$ cat src/rtl/mem_access_unit.sv
// mem_access_unit
//
// Sequencing front-end for the 32x8 data memory of the 8-bit CPU. It takes one load/store
// request at a time over a valid/ready handshake. For each beat it drives the memory for a
// single ACCESS cycle, then registers the result and returns it over a second valid/ready
// handshake.
//
// Optional feature macro: LSU_BURST_EN
//   defined   - Req_len is honoured: 1-4 beats at consecutive wrapping addresses. A store
//               writes the same data to every beat (fill).
//   undefined - Req_len is ignored and every transaction is a single beat.
//
// Ports
//   Clk, Reset            clock; synchronous active-high reset
//   Req_valid/Req_ready   request handshake
//   Req_we                1 = store, 0 = load
//   Req_addr              start address
//   Req_wdata             store data
//   Req_len               beats - 1 (burst build only)
//   Rsp_valid/Rsp_ready   response handshake
//   Rsp_rdata             load data, 0 for stores
//   Rsp_last              final beat of the transaction
//   Mem_Addr/Mem_Wdata    memory address and write data; hold their value outside ACCESS
//   Mem_We                memory write strobe, one cycle per store beat
//   Mem_Rdata             memory read data, a combinational read of Mem_Addr

module mem_access_unit #(
    parameter int unsigned ADDR_W = 5,
    parameter int unsigned DATA_W = 8
) (
    input  logic              Clk,
    input  logic              Reset,
    input  logic              Req_valid,
    output logic              Req_ready,
    input  logic              Req_we,
    input  logic [ADDR_W-1:0] Req_addr,
    input  logic [DATA_W-1:0] Req_wdata,
    input  logic [1:0]        Req_len,
    output logic              Rsp_valid,
    input  logic              Rsp_ready,
    output logic [DATA_W-1:0] Rsp_rdata,
    output logic              Rsp_last,
    output logic [ADDR_W-1:0] Mem_Addr,
    output logic [DATA_W-1:0] Mem_Wdata,
    output logic              Mem_We,
    input  logic [DATA_W-1:0] Mem_Rdata
);

    typedef enum logic [1:0] {StIdle, StAccess, StResp} state_e;

    state_e            state_q, state_d;
    logic              we_q, we_d;
    logic [ADDR_W-1:0] addr_q, addr_d;
    logic [DATA_W-1:0] wdata_q, wdata_d;
    logic [1:0]        len_q, len_d;
    logic [1:0]        beat_q, beat_d;
    logic [DATA_W-1:0] rdata_q, rdata_d;
    logic [1:0]        req_len_eff;
    logic              last_beat;

`ifdef LSU_BURST_EN
    assign req_len_eff = Req_len;
`else
    // Single-beat build: the length input is deliberately unused.
    logic unused_req_len;
    assign unused_req_len = ^Req_len;
    assign req_len_eff    = 2'd0;
`endif

    assign last_beat = (beat_q == len_q);

    always_ff @(posedge Clk) begin
        if (Reset) begin
            state_q <= StIdle;
            we_q    <= 1'b0;
            addr_q  <= '0;
            wdata_q <= '0;
            len_q   <= 2'd0;
            beat_q  <= 2'd0;
            rdata_q <= '0;
        end else begin
            state_q <= state_d;
            we_q    <= we_d;
            addr_q  <= addr_d;
            wdata_q <= wdata_d;
            len_q   <= len_d;
            beat_q  <= beat_d;
            rdata_q <= rdata_d;
        end
    end

    always_comb begin
        state_d = state_q;
        we_d    = we_q;
        addr_d  = addr_q;
        wdata_d = wdata_q;
        len_d   = len_q;
        beat_d  = beat_q;
        rdata_d = rdata_q;
        unique case (state_q)
            StIdle: begin
                if (Req_valid) begin
                    state_d = StAccess;
                    we_d    = Req_we;
                    addr_d  = Req_addr;
                    wdata_d = Req_wdata;
                    len_d   = req_len_eff;
                    beat_d  = 2'd0;
                end
            end
            StAccess: begin
                rdata_d = we_q ? '0 : Mem_Rdata;
                state_d = StResp;
            end
            StResp: begin
                if (Rsp_ready) begin
                    if (last_beat) begin
                        state_d = StIdle;
                    end else begin
                        // Address wraps naturally at ADDR_W bits.
                        addr_d  = addr_q + ADDR_W'(1);
                        beat_d  = beat_q + 2'd1;
                        state_d = StAccess;
                    end
                end
            end
            default: state_d = StIdle;
        endcase
    end

    // Req_ready is masked by Reset so it reads 0 for the whole reset cycle.
    assign Req_ready = (state_q == StIdle) && !Reset;
    assign Rsp_valid = (state_q == StResp);
    assign Rsp_last  = Rsp_valid && last_beat;
    assign Rsp_rdata = rdata_q;
    // addr_q/wdata_q only change on edges entering ACCESS, so they hold between beats.
    assign Mem_Addr  = addr_q;
    assign Mem_Wdata = wdata_q;
    assign Mem_We    = (state_q == StAccess) && we_q;

endmodule

$ cat config.mk
export PLATFORM = sky130hd
export DESIGN_NAME = mem_access_unit
export DESIGN_NICKNAME = d
export VERILOG_FILES = /design/src/rtl/mem_access_unit.sv
export SDC_FILE = /design/constraint.sdc
export NUM_CORES = 1
export LEC_CHECK = 0
export ABC_AREA = 1
export CORE_MARGIN = 2
export CORE_UTILIZATION = 43
export DETAILED_ROUTE_END_ITERATION = 16
export PLACE_DENSITY_LB_ADDON = 0.15
export SLEW_MARGIN = 20
export SYNTH_ARGS = -nofsm -noshare
export SYNTH_HDL_FRONTEND = slang
export SYNTH_SLANG_ARGS = --single-unit
$ cat constraint.sdc
create_clock -name Clk -period 2.6 [get_ports Clk]
set_clock_uncertainty 0.2 [all_clocks]
set_input_delay 0.65 -clock Clk [delete_from_list [all_inputs] [get_ports Clk]]
set_output_delay 0.65 -clock Clk [all_outputs]
set_load 0.05 [all_outputs]
==> After elaboration in Yosys (flattened, before gate mapping) <==
Cells that the tools add are included.
{ "word_totals": {"reg_bits": 26, "latch_bits": 0, "mem_bits_rw": 0, "rom_bits": 0, "inputBits": 28, "output_inout_bits": 25, "elab_cells": 36, "n_memories": 0} }
{ "classes": {"addsub": 2, "n_mul": 0, "n_div": 0, "order_cmp": 0, "eq_ne": 5, "n_shift": 0, "muxes": 13, "bitwise_logic": 0, "n_reduce_logical": 10} }
{ "op_table": {"columns": ["op", "n"], "rows": [
  ["5-bit two-way mux", 3],
  ["2-bit two-way mux", 5],
  ["5-bit one-hot mux with 2 select lines", 1],
  ["8-bit two-way mux", 1],
  ["2-bit one-hot mux with 3 select lines", 1],
  ["5-bit by 1-bit adder with 5-bit output (second input constant)", 1],
  ["2-bit logical NOT", 2],
  ["2-bit != test (second input constant)", 2],
  ["2-bit one-hot mux with 2 select lines", 1],
  ["2-bit AND reduction", 2],
  ["4-bit AND reduction", 1],
  ["1-bit logical AND", 3],
  ["2-bit by 1-bit adder with 2-bit output (second input constant)", 1],
  ["2-bit by 1-bit equality test with 1-bit output (second input constant)", 1],
  ["2-bit equality test (second input constant)", 1],
  ["2-bit by 1-bit != test with 1-bit output (second input constant)", 1],
  ["2-bit nonzero test", 1],
  ["1-bit logical NOT", 1],
  ["1-bit two-way mux", 1]
]} }

==> Logic depth before layout (Yosys ltp) <==
Gate-level depths: netlist of the first run.
{ "depth": {"ltp_word": 4, "ltp_mapped": 7, "ltp_nobuf": 7} }

==> Worst setup path after synthesis of the first run <==
Ideal clock, no wire load.
{ "synth_timing": {"path_kind": "in2out", "start": "in Reset", "end": "out Req_ready", "arrival_time_ps": 1695, "required_time_ps": 1750, "slack_ps": 55, "cell_stages": 1, "path_buffers": 0, "path_cell_list": "nor3_1"} }
{ "synth_between": {"elab_chain_cells": 2} }
{ "synth_rtl": {"columns": ["item", "line", "text"], "rows": [
  ["from (decl)", "32", "input logic Reset,"],
  ["1-bit logical NOT", "132", "assign Req_ready = (state_q == StIdle) && !Reset;"],
  ["1-bit logical AND", "132", null],
  ["to (decl)", "34", "output logic Req_ready,"]
]} }
Every way passes these cells.

==> Worst setup path in the final report of the first run <==
{ "layout_timing": {"start": "reg addr_q[2], in the netlist Mem_Addr[2]", "end": "out Mem_Addr[2]"} }
{ "layout_rtl": {"columns": ["item", "line", "text"], "rows": [
  ["from (decl)", "53", "logic [ADDR_W-1:0] addr_q, addr_d;"],
  ["from (signal assigned)", "84", "addr_q <= addr_d;"],
  ["to (decl)", "43", "output logic [ADDR_W-1:0] Mem_Addr,"]
]} }
No word-level cell between the ends.

==> impl_metrics.toml, run 1 <==
[timing]
final-hold-violation-count = 0
finalSetupViolations = 0
tns_ns = 0
slew_violations = 0
rsz0062_at_grt = "false"
finalCritPeriodShare_pct = 93.8
max_slew_margin_pct = 66.4
fmax_ghz = 0.410
fin_crit_ns = 2.44
worst_pin_slew_ns = 0.502

[logic_synthesis]
ys_seq_elements = 26
synth_flop_cell = "dfxtp_1"
synth_warnings = 0
synth_common_cells = "34 x nor2_1, 26 x dfxtp_1, 26 x nand2_1, 17 x a21oi_1"
async_flop_share_pct = 0
syn_nets = 184
yosysMostFrequentCell = "nor2_1"
synth_area_mm2 = 0.00112
synthTopCellsByArea = "dfxtp_1 47%, nor2_1 11%, nand2_1 8.7%"
yosys.area.top_type = "dfxtp_1"
yosysUniqueCellTypes = 21
synth_top_cell_area_share_pct = 46.6
syn-instance-count = 154
synth.yosys.seq_area_share_pct = 46.6
synth.avg_cell_area_um2 = 7.26
synth-edff-count = 0

[worst_setup_path]
critPathMaxFanout = 5
cp-start-kind = "flip-flop"
cpPeakStageDelay_ns = 0.83
cp_num_buf_inv = 1
end_kind = "output pin"
required_ns = 1.75
path_cells = "clkdlybuf4s50_1"
critical_path_class = "reg -> out"
cpMaxStageDelayCell = "clkdlybuf4s50_1"
cp.arrival_ns = 1.59
crit_family = "buffers and inverters"

[route]
wl_um = 2760
initialDrtViolationCount = 13
drc = 0
drt_pass1_iterations = 4
ant_nets = 0
wire_per_inst_um = 11.8
via_per_inst = 4.92
vias = 1151

[floorplan]
core_area_mm2 = 0.00248
io_pins = 53
die-area_mm2 = 0.00302
initial_core_util_pct = 45.1
fp.dieW_um = 55.0
rows = 18
die_y_um = 55.0

[global_route]
grt_max_degree = 15
grt_pass1_vias = 1005
antenna_found_initial = 0
grt_pass1_wl_um = 4220
grt.overflow.total = 0
grt_usage_pct = 19.3

[clock_tree]
cts_resized = 0
cts_tree = "yes"
cts_hold_buf = 0
numCtsBuffers = 3
clock_path_buffers = 2
cts-root-buf = "clkbuf_4"
cts_sinks = 26
htree_num_levels = 1
path_clk_slew_ns = 0.14
cts_setup_buffers = 0
clk_latency_ns = 0.32

[placement]
hpwl_um = 2000
dp_cells = 230
routabilityCongestion = 0.716
dpl_cell_area_mm2 = 0.00164
portBuffers = 50

[cells_and_area]
regArea_um2 = 520
fill_cells = 216
area_growth_pct = 50.3
n_antenna_cell = 0
drive_above_1_share_pct = 8.33
final_area_mm2 = 0.00168
fin_cells = 234
final_nets = 235
multi_input_area_um2 = 517

[job]
drv_cap = 0

[status]
outcome = "finished clean"

[power]
power_density_mw_per_mm2 = 685
peakVddDrop_v = 0.000532
leakage_nw = 0.667

[min_path]
hold_class = "reg -> reg"
metrics by stage:
step	power [mW]	setup WS [ns]	util (%)	hold slack [ns]
6_report	1.15	0.160	67.8	0.277
3_5_place_dp	0.949	0.201	66.3	0.258
4_1_cts	1.16	0.156	67.8	0.278
5_1_grt	1.21	0.0106	67.8	0.292
3_3_place_gp	0.939	0.221	66.3	0.252
2_1_floorplan	0.795	0.0553	-	0.243
cell usage in the layout (no fill, tap or decap), types with 2 or more instances in the layout:
cell type,synthesis,routed
clkdlybuf4s50_1,0,46
nor2_1,34,34
dfxtp_1,26,26
nand2_1,26,26
a21oi_1,17,17
nand3_1,10,10
o21ai_0,10,10
inv_1,8,8
o21ai_1,4,4
inv_2,3,3
clkbuf_4,0,3
buf_4,0,3
nand3_2,2,2
ha_1,2,2
buf_12,0,2
state kept, by name, summed over array words and instances, names as in the netlist:
signal / count
Mem_Addr: 5
Mem_Wdata: 8
Rsp_rdata: 8
beat_q: 2
state_q: 2
we_q: 1
layout make-up:
class / instances / share of cell area, %
clock buffers: 4 / 2.16
inverters: 12 / 2.68
multi-input cells: 111 / 30.8
flip-flops and latches: 26 / 31.0
well taps: 30 / 2.24
repair buffers: 51 / 31.1
worst paths after layout:
check / startpoint / end / slack (ns) / depth (start not counted)
max: Mem_Addr[2] / Mem_Addr[2] / 0.16 / 1
min: Rsp_rdata[5] / Rsp_rdata[5] / 0.28 / 2
max reg2reg: beat_q[0] / beat_q[1] / 0.89 / 6
min reg2reg: Rsp_rdata[5] / Rsp_rdata[5] / 0.28 / 2
where the power goes:
group / internal (mW) / switching, mW
Clock: 0.0857 / 0.125
Combinational: 0.163 / 0.294
Sequential: 0.445 / 0.0386
per-layer routing:
layer | share of wire [%] | GRT usage [%] | wire length, um | vias to the layer above
met5 | 0 | 0 | 0 | -
met1 | 45 | 23.8 | 1240 | 522
met2 | 49 | 33.5 | 1350 | 27
li1 | - | - | - | 598
met4 | 0.73 | 7.32 | 20 | 0
met3 | 5.4 | 3.23 | 148 | 4
cell families after synthesis:
| logic type | count (synthesis) | synth area share [%] |
|---|---|---|
| AOI/OAI and AO/OA | 31 | 13.9 |
| adders and majority gates | 2 | 2.24 |
| buffers and inverters | 17 | 7.17 |
| DFF | 26 | 46.6 |
| and+or+nand+nor | 78 | 30.1 |
Note: power is estimated with default switching activity, not from simulation.
==> run 2, diff against run 1 <==
- ABC_AREA: 1 -> 0
- CAP_MARGIN: unset -> 10
- CORE_UTILIZATION: 43 -> 44
==> run 2 against run 1 <==
Against the previous run: global-route usage rose by 0.17 points; worst hold slack got worse by 0.019 ns; largest power group unchanged; total power fell by 24%; synthesized cell count fell by 10%; fmax fell by 1.9%; register-to-register slack got worse by 0.04 ns; largest cell class is now multi-input combinational cells; non-clock buffer count rose by 3.
==> impl_metrics.toml, run 2 <==
[floorplan]
rows = 18
core_area_mm2 = 0.00250
fp.dieW_um = 55.4
die-area_mm2 = 0.00307
io_pins = 53
initial_core_util_pct = 46.5
die_y_um = 55.4

[worst_setup_path]
crit_family = "buffers and inverters"
required_ns = 1.75
cp.arrival_ns = 1.64
end_kind = "output pin"
path_cells = "clkdlybuf4s50_1"
reg2regPathDepth = 5
worstReg2RegStart = "beat_q[0]"
cpMaxStageDelayCell = "clkdlybuf4s50_1"
cpPeakStageDelay_ns = 0.85
cp-start-kind = "flip-flop"
regToRegSetupSlack_ns = 0.85
cp_num_buf_inv = 1
critPathMaxFanout = 7
regToRegEndpoint = "Mem_Addr[3]"
critical_path_class = "reg -> out"

[global_route]
grt_max_degree = 30
antenna_found_initial = 0
grt.overflow.total = 0
grt_pass1_vias = 1092
grt_pass1_wl_um = 4860
grt_usage_pct = 19.5

[clock_tree]
htree_num_levels = 1
cts_tree = "yes"
clk_latency_ns = 0.32
cts_setup_buffers = 0
cts_hold_buf = 0
cts-root-buf = "clkbuf_4"
cts_resized = 0
clock_path_buffers = 2
numCtsBuffers = 3
cts_sinks = 26
path_clk_slew_ns = 0.13

[route]
ant_nets = 0
wl_um = 2930
drt_pass1_iterations = 4
wire_per_inst_um = 13.6
drc = 0
via_per_inst = 5.31
initialDrtViolationCount = 9
vias = 1148

[placement]
routabilityCongestion = 0.810
portBuffers = 50
hpwl_um = 2150

[logic_synthesis]
yosysMostFrequentCell = "nand2_1"
synth.yosys.seq_area_share_pct = 44.7
syn-instance-count = 138
yosys.area.top_type = "dfxtp_1"
syn_nets = 168
synthTopCellsByArea = "dfxtp_1 45%, a21oi_1 10%, nand2_1 9.4%"
async_flop_share_pct = 0
synth_area_mm2 = 0.00116
synth-edff-count = 0
synth_warnings = 0
synth_top_cell_area_share_pct = 44.7
synth_common_cells = "29 x nand2_1, 26 x dfxtp_1, 24 x a21oi_1, 8 x nand3b_1, 5 x nor2_1"
ys_seq_elements = 26
synth.avg_cell_area_um2 = 8.43
synth_flop_cell = "dfxtp_1"
yosysUniqueCellTypes = 30

[min_path]
whs_path_depth = 2
hold_path_end = "Rsp_rdata[3]"
hold_class = "reg -> reg"
worstHoldStart = "Rsp_rdata[3]"

[status]
outcome = "finished clean"

[power]
leakage_nw = 0.645
power_mw = 0.875
power_density_mw_per_mm2 = 498
peakVddDrop_v = 0.000420

[timing]
slew_violations = 0
finalSetupViolations = 0
fin_crit_ns = 2.49
final-hold-violation-count = 0
worst_pin_slew_ns = 0.519
max_slew_margin_pct = 65.3
finalCritPeriodShare_pct = 95.6
tns_ns = 0
hold_ws_ns = 0.259
rsz0062_at_grt = "false"
fmax_ghz = 0.402

[cells_and_area]
fill_cells = 220
layout_common_cells = "46 x clkdlybuf4s50_1, 29 x nand2_1, 26 x dfxtp_1, 24 x a21oi_1, 8 x nand3b_1"
n_antenna_cell = 0
drive_above_1_share_pct = 10.2
layout_commonest_cell = "clkdlybuf4s50_1"
final_nets = 218
multi_input_area_um2 = 589
area_growth_pct = 50.9
regArea_um2 = 520

[job]
drv_cap = 0
run 2: cell count changes in the layout (fill, tap and decap cells not counted), sizes merged, moves of 7 or more:
cell | before | now
nand3b | 0 | 8
a21oi | 17 | 24
nor2 | 36 | 5
inv | 11 | 4
o21ai | 14 | 0
nand3 | 12 | 4
run 2: layer usage:
metal	GRT usage (%)	part of all wire [%]
met4	5.23	1.1
met1	23.7	44
met2	33.5	50
met3	5.62	5.4
met5	0	0
run 2: cell families (layout without fill, tap and decap cells):
family          Yosys count  count (layout)  share of synthesized area (%)
flops                    26              26                           44.7
fa+ha+maj                 2               2                           2.15
compound gates           33              33                           18.1
buf+inv                  13              61                           5.27
simple gates             64              64                           29.8
run 2: through the flow:
| step | cells | area [um2] | util [%] | setup WS [ns] |
|---|---|---|---|---|
| floorplan | 138 | 1170 | - | 0.289 |
| finish | 216 | 1760 | 70.2 | 0.113 |
| global route | 216 | 1760 | 70.2 | 0.0453 |
| global placement | 213 | 1730 | 69.2 | 0.227 |
| detailed placement | 213 | 1730 | 69.2 | 0.210 |
| CTS | 216 | 1750 | 70.1 | 0.0712 |
run 2: area by class of cell:
cell class                 count  share of cell area, %
multi-input combinational     99                   33.6
timing repair buffer          54                   32.5
sequential                    26                   29.7
tap                           30                   2.14
clock buffer                   3                   1.28
inverter                       4                  0.855
run 2: power by group:
part           switching [mW]  internal, mW
combinational           0.148         0.113
sequential             0.0232         0.422
clock                   0.115        0.0545
total                   0.286         0.589
run 2: worst max path at each step:
stage	from	to	slack [ns]	depth (start not counted)
after global routing	Mem_Addr[2]	Mem_Addr[2]	0.05	1
after global placement	Req_valid	Mem_Addr[2]	0.23	4
after detailed placement	Req_valid	Mem_Addr[2]	0.21	4
after floorplan	Reset	Req_ready	0.29	2
final	Mem_Addr[2]	Mem_Addr[2]	0.11	1
after CTS	state_q[0]	Rsp_last	0.07	4
